### config.mk
export PLATFORM = sky130hd
export DESIGN_NAME = reg_op_sequencer
export DESIGN_NICKNAME = d
export VERILOG_FILES = /design/src/rtl/reg_op_pkg.sv /design/src/rtl/alu_32.sv /design/src/rtl/reg_op_sequencer.sv
export SDC_FILE = /design/constraint.sdc
export NUM_CORES = 1
export LEC_CHECK = 0
export CORE_MARGIN = 4
export CORE_UTILIZATION = 57
export DETAILED_ROUTE_END_ITERATION = 8
export PLACE_DENSITY = 0.82
export RECOVER_POWER = 50
export SKIP_LAST_GASP = 1
export SLEW_MARGIN = 20
export SYNTH_ARGS = -nofsm -noshare
export SYNTH_HDL_FRONTEND = slang
export SYNTH_SLANG_ARGS = --single-unit
### constraint.sdc
create_clock -name clk -period 5.3 [get_ports clk]
set_input_delay 1.59 -clock clk [delete_from_list [all_inputs] [get_ports clk]]
set_output_delay 1.59 -clock clk [all_outputs]
set_load 0.01 [all_outputs]
### src/rtl/reg_op_pkg.sv
// Shared types for the register-operation sequencer: opcodes and FSM states.
package reg_op_pkg;

    localparam int OPCODE_W = 2;

    typedef enum logic [OPCODE_W-1:0] {
        OP_ADD = 2'b00,
        OP_SUB = 2'b01,
        OP_AND = 2'b10,
        OP_OR  = 2'b11
    } op_e;

    typedef enum logic [1:0] {
        IDLE   = 2'b00,
        READ_A = 2'b01,
        READ_B = 2'b10,
        WRITE  = 2'b11
    } state_e;

endpackage

### src/rtl/alu_32.sv
// Combinational ALU: ADD/SUB wrap modulo 2^DATA_W, AND/OR are bitwise.
module alu_32
    import reg_op_pkg::*;
#(
    parameter int DATA_W = 32
) (
    input  op_e               op,
    input  logic [DATA_W-1:0] a,
    input  logic [DATA_W-1:0] b,
    output logic [DATA_W-1:0] result
);

    // Select the operation result; truncation to DATA_W gives the modular wrap.
    always_comb begin
        // NOTE: assigning a default before the case keeps every path driven, so no latch is inferred.
        result = '0;
        case (op)
            OP_ADD: result = a + b;
            OP_SUB: result = a - b;
            OP_AND: result = a & b;
            OP_OR:  result = a | b;
        endcase
    end

endmodule

### src/rtl/reg_op_sequencer.sv
// Four-state sequencer: accept an instruction, read two operands through a
// single register-file read port, then write the ALU result back.
module reg_op_sequencer
    import reg_op_pkg::*;
#(
    parameter int DATA_W = 32,
    parameter int ADDR_W = 2
) (
    input  logic              clk,
    input  logic              rst_n,
    input  logic              instr_valid,
    output logic              instr_ready,
    input  logic [1:0]        instr_op,
    input  logic [ADDR_W-1:0] instr_rd,
    input  logic [ADDR_W-1:0] instr_rs1,
    input  logic [ADDR_W-1:0] instr_rs2,
    output logic [ADDR_W-1:0] read_register_port_0,
    input  logic [DATA_W-1:0] read_data_port_0,
    output logic [ADDR_W-1:0] write_register,
    output logic [DATA_W-1:0] write_data,
    output logic              write_enable,
    output logic              done
);

    state_e            state_q, state_d;
    op_e               op_q,    op_d;
    logic [ADDR_W-1:0] rd_q,    rd_d;
    logic [ADDR_W-1:0] rs1_q,   rs1_d;
    logic [ADDR_W-1:0] rs2_q,   rs2_d;
    logic [DATA_W-1:0] a_q,     a_d;
    logic [DATA_W-1:0] b_q,     b_d;
    logic [DATA_W-1:0] alu_result;

    alu_32 #(.DATA_W(DATA_W)) u_alu (
        .op     (op_q),
        .a      (a_q),
        .b      (b_q),
        .result (alu_result)
    );

    // Next-state and capture logic; instr_* is only looked at in IDLE.
    always_comb begin
        state_d = state_q;
        op_d    = op_q;
        rd_d    = rd_q;
        rs1_d   = rs1_q;
        rs2_d   = rs2_q;
        a_d     = a_q;
        b_d     = b_q;
        case (state_q)
            IDLE: begin
                if (instr_valid) begin
                    op_d    = op_e'(instr_op);
                    rd_d    = instr_rd;
                    rs1_d   = instr_rs1;
                    rs2_d   = instr_rs2;
                    state_d = READ_A;
                end
            end
            READ_A: begin
                a_d     = read_data_port_0;
                state_d = READ_B;
            end
            READ_B: begin
                b_d     = read_data_port_0;
                state_d = WRITE;
            end
            WRITE: state_d = IDLE;
        endcase
    end

    // State and datapath registers with synchronous active-low reset.
    always_ff @(posedge clk) begin
        // NOTE: non-blocking assignments so every flop samples pre-edge values regardless of statement order.
        if (!rst_n) begin
            state_q <= IDLE;
            op_q    <= OP_ADD;
            rd_q    <= '0;
            rs1_q   <= '0;
            rs2_q   <= '0;
            a_q     <= '0;
            b_q     <= '0;
        end else begin
            state_q <= state_d;
            op_q    <= op_d;
            rd_q    <= rd_d;
            rs1_q   <= rs1_d;
            rs2_q   <= rs2_d;
            a_q     <= a_d;
            b_q     <= b_d;
        end
    end

    // Output decode from the current state; write strobes are squashed by reset.
    always_comb begin
        instr_ready          = 1'b0;
        read_register_port_0 = '0;
        write_register       = '0;
        write_data           = '0;
        write_enable         = 1'b0;
        done                 = 1'b0;
        case (state_q)
            IDLE:   instr_ready          = 1'b1;
            READ_A: read_register_port_0 = rs1_q;
            READ_B: read_register_port_0 = rs2_q;
            WRITE: begin
                write_register = rd_q;
                write_data     = alu_result;
                // NOTE: reset is synchronous, so the strobe is gated by rst_n directly to block a write in the reset cycle.
                write_enable   = rst_n;
                done           = rst_n;
            end
        endcase
    end

endmodule

== Yosys cells after proc, flatten, opt, wreduce, memory -nomap -nowiden ==
Cells that the tools add are included.

* Bits of input ports: 43
* Output and inout bits: 39
* Bits in registers: 74

* Equal/unequal tests: 7
* Bitwise logic cells: 2
* Mux-type cells: 8
* $add $sub $neg: 2
* Reductions and logical operators: 3

{| class="wikitable"
|+ Operators by type and width
! operator !! count
|-
| $pmux 32 s4 || 1
|-
| $add 32x32->32 || 1
|-
| $and 32x32->32 || 1
|-
| $mux 32 || 1
|-
| $or 32x32->32 || 1
|-
| $sub 32x32->32 || 1
|-
| $eq 2x2->1 const B || 4
|-
| $pmux 2 s4 || 1
|-
| $eq 2x1->1 const B || 2
|-
| $logic_not 2->1 || 2
|-
| $mux 2 || 2
|-
| $pmux 2 s2 || 1
|-
| $mux 1 || 2
|-
| $ne 2x2->1 const B || 1
|-
| $reduce_and 2->1 || 1
|}

== Depth between registers and ports, before layout ==
* Depth after elaboration: 3
* Mapped depth: 17
* Gate-level depth less buffers: 16

== By module ==
Synthesis repeated with hierarchy kept, for this count alone.

* Cell total of the unflattened synthesis: 723
* Area total of the unflattened synthesis: 6145.9 sq um

{| class="wikitable"
|+ Modules (own cells, without submodules)
! module !! area each (sq um) !! cells each !! times used !! sequential area each (sq um)
|-
| reg_op_sequencer || 3210.6 || 304 || 1 || 1481.4
|-
| alu_32 || 2935.3 || 419 || 1 || 0.0
|}

== Least setup slack after synthesis ==
No wires, ideal clock.

* Path type: register -> output
* Start point: register op_q[0]
* End point: output port write_data[30]
* Stages on the path, launching flop included: 16
* Arrival: 3.525 ns
* Buffers on the path: 4
* Required time: 3.710 ns
* Path slack: 0.185 ns
* Cell sequence: dfxtp_1 > clkbuf_1 > nor2b_1 > clkbuf_1 > clkbuf_1 > nor2_1 > xnor2_1 > ha_1 > buf_2 > a21oi_1 > o21ai_0 > a21o_1 > a21oi_1 > o311ai_0 > a31o_2 > a211oi_1

* Word-level cells in the longest chain between the ends: 3
* Elaborated cells between the ends (all ways): 6

{| class="wikitable"
|+ RTL lines
! item !! line !! source
|-
| from (decl) || reg_op_sequencer.sv:26 || <nowiki>op_e op_q, op_d;</nowiki>
|-
| from (signal assigned) || reg_op_sequencer.sv:85 || <nowiki>op_q <= op_d;</nowiki>
|-
| $eq 2x2->1, or another cell as far along || alu_32.sv:17 || <nowiki>case (op)</nowiki>
|-
| $pmux 32 s4 * || alu_32.sv:17 ||
|-
| $mux 32 * || reg_op_sequencer.sv:102 || <nowiki>case (state_q)</nowiki>
|-
| to (decl) || reg_op_sequencer.sv:20 || <nowiki>output logic [DATA_W-1:0] write_data,</nowiki>
|}

Every way passes the cells marked *; elsewhere a longest branch is shown, timed or not.

== Worst setup path after layout ==
* Start point: register b_q[10]
* End point: output port write_data[23]

* Word-level cells in the longest chain between the ends: 3
* Elaborated cells between the ends (all ways): 4

{| class="wikitable"
|+ RTL lines
! item !! line !! source
|-
| from (decl) || reg_op_sequencer.sv:31 || <nowiki>logic [DATA_W-1:0] b_q, b_d;</nowiki>
|-
| from (signal assigned) || reg_op_sequencer.sv:82 || <nowiki>b_q <= '0;</nowiki>
|-
| from (signal assigned) || reg_op_sequencer.sv:90 || <nowiki>b_q <= b_d;</nowiki>
|-
| $sub 32x32->32 / $add 32x32->32 (equally long branches) || alu_32.sv:19, alu_32.sv:18 ||
|-
| $pmux 32 s4 * || alu_32.sv:17 ||
|-
| $mux 32 * || reg_op_sequencer.sv:102 ||
|}

Marked as above.

==> results.json <==
{
  "path_clk_slew_ps": 80,
  "critPathLaunchType": "flip-flop",
  "drive_above_1_share_pct": 31.9,
  "async_reset_ff_share_pct": 0,
  "worstSkewPairLatency_ps": 380,
  "start_util_pct": 59.5,
  "grt_use_total_pct": 32.6,
  "portBuffers": 81,
  "clockRootBuffer": "clkbuf_8",
  "period_share_pct": 105,
  "synth_top_area_share_pct": 23.8,
  "outcome": "finished, violations left",
  "cts_hold_buf": 0,
  "gp_congestion": 0.970,
  "r2r-start": "state_q[0]",
  "ant_nets": 0,
  "cp_slowest_stage_delay_ps": 570,
  "syn2layout_area_growth_pct": 46.1,
  "multiInputGateArea_sq_um": 5140,
  "hp-start": "rs1_q[0]",
  "grt_pass1_vias": 7045,
  "whs_ps": 475,
  "ys.flop_type": "dfxtp_1",
  "yosysTopAreaCell": "dfxtp_1",
  "crit_start": "b_q[10]",
  "design_area_sq_um": 9100,
  "cp_common_cell": "buf_4",
  "place_inst": 1094,
  "critical_path.max_fanout": 4,
  "synth_area_leaders": "dfxtp_1, mux2i_1, ha_1, nor2b_1, o21ai_0",
  "fin_skew_ps": 10.0,
  "via_per_inst": 6.17,
  "wire_per_inst_um": 19.9,
  "cts_sinks": 74,
  "drt_pass1_iterations": 5,
  "violations": "capacitance limit, slew limit, setup timing",
  "drcViolationCount": 0,
  "overflow": 0,
  "clock_path_buffers": 2,
  "fmax_mhz": 180,
  "hp-class": "reg2reg",
  "crit_buf_inv": 4,
  "ys_ff_latch": 74,
  "cts.htree.levels": 3,
  "path_class": "reg2out",
  "grt_max_degree": 75,
  "grt_pass1_wl_um": 34100,
  "cts_buffers": 9,
  "worstPathCellList": "or4_4 > nor4_4 > nand2_1 > o21ai_2 > xor2_1 > ha_1 > buf_4 > buf_4 > a21boi_1 > or4_4 > buf_4 > o21ai_2 > a21oi_1 > and4b_1 > buf_2",
  "path_delay_family": "simple AND/OR/NAND/NOR gates",
  "worst_slack_ps": -263,
  "n_antenna_cell": 0,
  "die_h_um": 113,
  "drtIter0Drc": 579,
  "die_area_sq_um": 12700,
  "routed_wl_um": 22800,
  "syn_area_sq_um": 6230,
  "std_cell_rows": 37,
  "synth_edf_count": 0,
  "vias": 7075,
  "synth_seq_area_share_pct": 23.8,
  "placed_area_sq_um": 8050,
  "end_kind": "primary output",
  "core-area_sq_um": 10500,
  "num_io_pins": 82,
  "finalSetupViolCount": 13,
  "tightest_slew_ps": 2570,
  "fin_nets": 1088,
  "worstPathRequired_ps": 3710,
  "min_period_ps": 5560,
  "cts_tree": "done",
  "crit_path_top_delay_cell": "or4_4",
  "seqCellArea_sq_um": 1490,
  "dp.final_hpwl_um": 14900,
  "finalHoldViolations": 0,
  "die_w_um": 113,
  "finalNonFillerCells": 1146,
  "antenna_found_initial": 0,
  "avgSynthCellArea_sq_um": 7.89,
  "dp_slack_ps": -570,
  "synthDistinctLibCells": 60,
  "maxSlewHeadroom_pct": -71.6,
  "fillCellCount": 541,
  "synthesis.nets": 871,
  "synth_warnings": 0,
  "maxCapViolations": 1,
  "finalMaxSlewViolations": 75,
  "rsz0062_at_grt": "true",
  "worst_ep_arrival_time_ps": 3970,
  "syn_inst": 789
}
==> flip-flops by register name (all words and copies together) (netlist names) <==
signal / flops
op_q: 2
rd_q: 2
state_q: 2
rs2_q: 2
b_q: 32
a_q: 32
rs1_q: 2
==> layout by cell type (no fill, tap or decap), types with 8 or more instances in the layout <==
| cell | n |
|---|---|
| nand2_1 | 59 |
| buf_6 | 12 |
| o211a_1 | 16 |
| o21a_1 | 9 |
| nand3_1 | 26 |
| ha_2 | 8 |
| nor2_1 | 49 |
| xnor2_1 | 29 |
| o21ai_1 | 8 |
| and2_1 | 9 |
| a21oi_1 | 28 |
| o21ai_2 | 8 |
| clkbuf_8 | 9 |
| mux2i_1 | 67 |
| clkdlybuf4s50_1 | 57 |
| xor2_1 | 13 |
| buf_4 | 153 |
| buf_2 | 16 |
| a21o_1 | 9 |
| dfxtp_1 | 69 |
| nor3_1 | 10 |
| a21oi_2 | 18 |
| o21ai_0 | 36 |
| inv_1 | 15 |
| a21boi_0 | 10 |
| maj3_1 | 10 |
| nor2b_1 | 70 |
| ha_1 | 29 |
==> Yosys cell counts, types with 4 or more instances <==
library cell / number
nor2_1: 57
nand3_1: 30
nand2_1: 64
o41ai_1: 4
nand2b_1: 5
a21boi_0: 12
o211ai_1: 5
xnor2_1: 32
and2_1: 11
o211a_1: 16
maj3_1: 10
dfxtp_1: 74
nor4_1: 4
a31oi_1: 4
o31ai_1: 5
o21a_1: 10
and3_1: 9
nand4_1: 4
clkbuf_1: 39
xor2_1: 16
inv_1: 19
nor2b_1: 72
mux2i_1: 67
ha_1: 38
a21o_1: 9
a21oi_1: 48
o21ai_0: 56
nor3_1: 15
a211oi_1: 8
==> worst paths after layout <==
check | cells after the start | end | slack [ps]
setup / recovery | 15 | write_data[23] | -260
hold / removal | 2 | rs1_q[0] | 470
setup reg to reg | 5 | state_q[0] | 3560
hold reg to reg | 2 | rs1_q[0] | 470
==> cell families after synthesis <==
logic type | Yosys count | synth area share, %
simple gates | 287 | 24.0
fa+ha+maj | 49 | 9.56
xor+xnor | 48 | 6.75
buf+inv | 62 | 3.82
flops | 74 | 23.8
compound gates | 202 | 21.3
mux | 67 | 10.8
==> worst reg2reg max path, delay by kind of cell, from the launching register on <==
kind / cells / cell delay [ps]
compound gates: 2 / 480
flops: 1 / 350
buf+inv: 2 / 630
fa+ha+maj: 1 / 200
==> layer usage <==
metal / vias to the layer above / part of all wire, % / track usage, % / wire length [um]
met5: - / 0 / 0 / 0
met4: 0 / 3.3 / 11.0 / 762
met3: 82 / 6.8 / 7.60 / 1550
met2: 361 / 49 / 56.4 / 11200
met1: 3376 / 41 / 39.7 / 9280
li1: 3256 / - / - / -
==> timing repair <==
action	CTS	global route
pin swaps	49	72
hold endpoints to repair	0	0
gates resized for setup	155	88
cloned	0	1
endpoints found under the setup margin	23	24
buffers inserted	22	16
==> per-stage QoR <==
step | util (%) | setup TNS (ps)
floorplan | - | 0
global placement | 76.9 | -3100
detailed placement | 76.9 | -4180
CTS | 82.4 | -2870
global route | 87.0 | -4960
finish | 87.0 | -2320
==> final cells by class <==
class	count	area share, %
inverter	19	0.784
tap	136	1.87
multi-input combinational	653	56.4
sequential	74	16.4
clock buffer	9	1.36
timing repair buffer	249	22.7
clock inverter	6	0.468
Power is left out: the tool's default activity adds up to more than one toggle a clock period on the data nets, which glitch-free logic cannot reach.
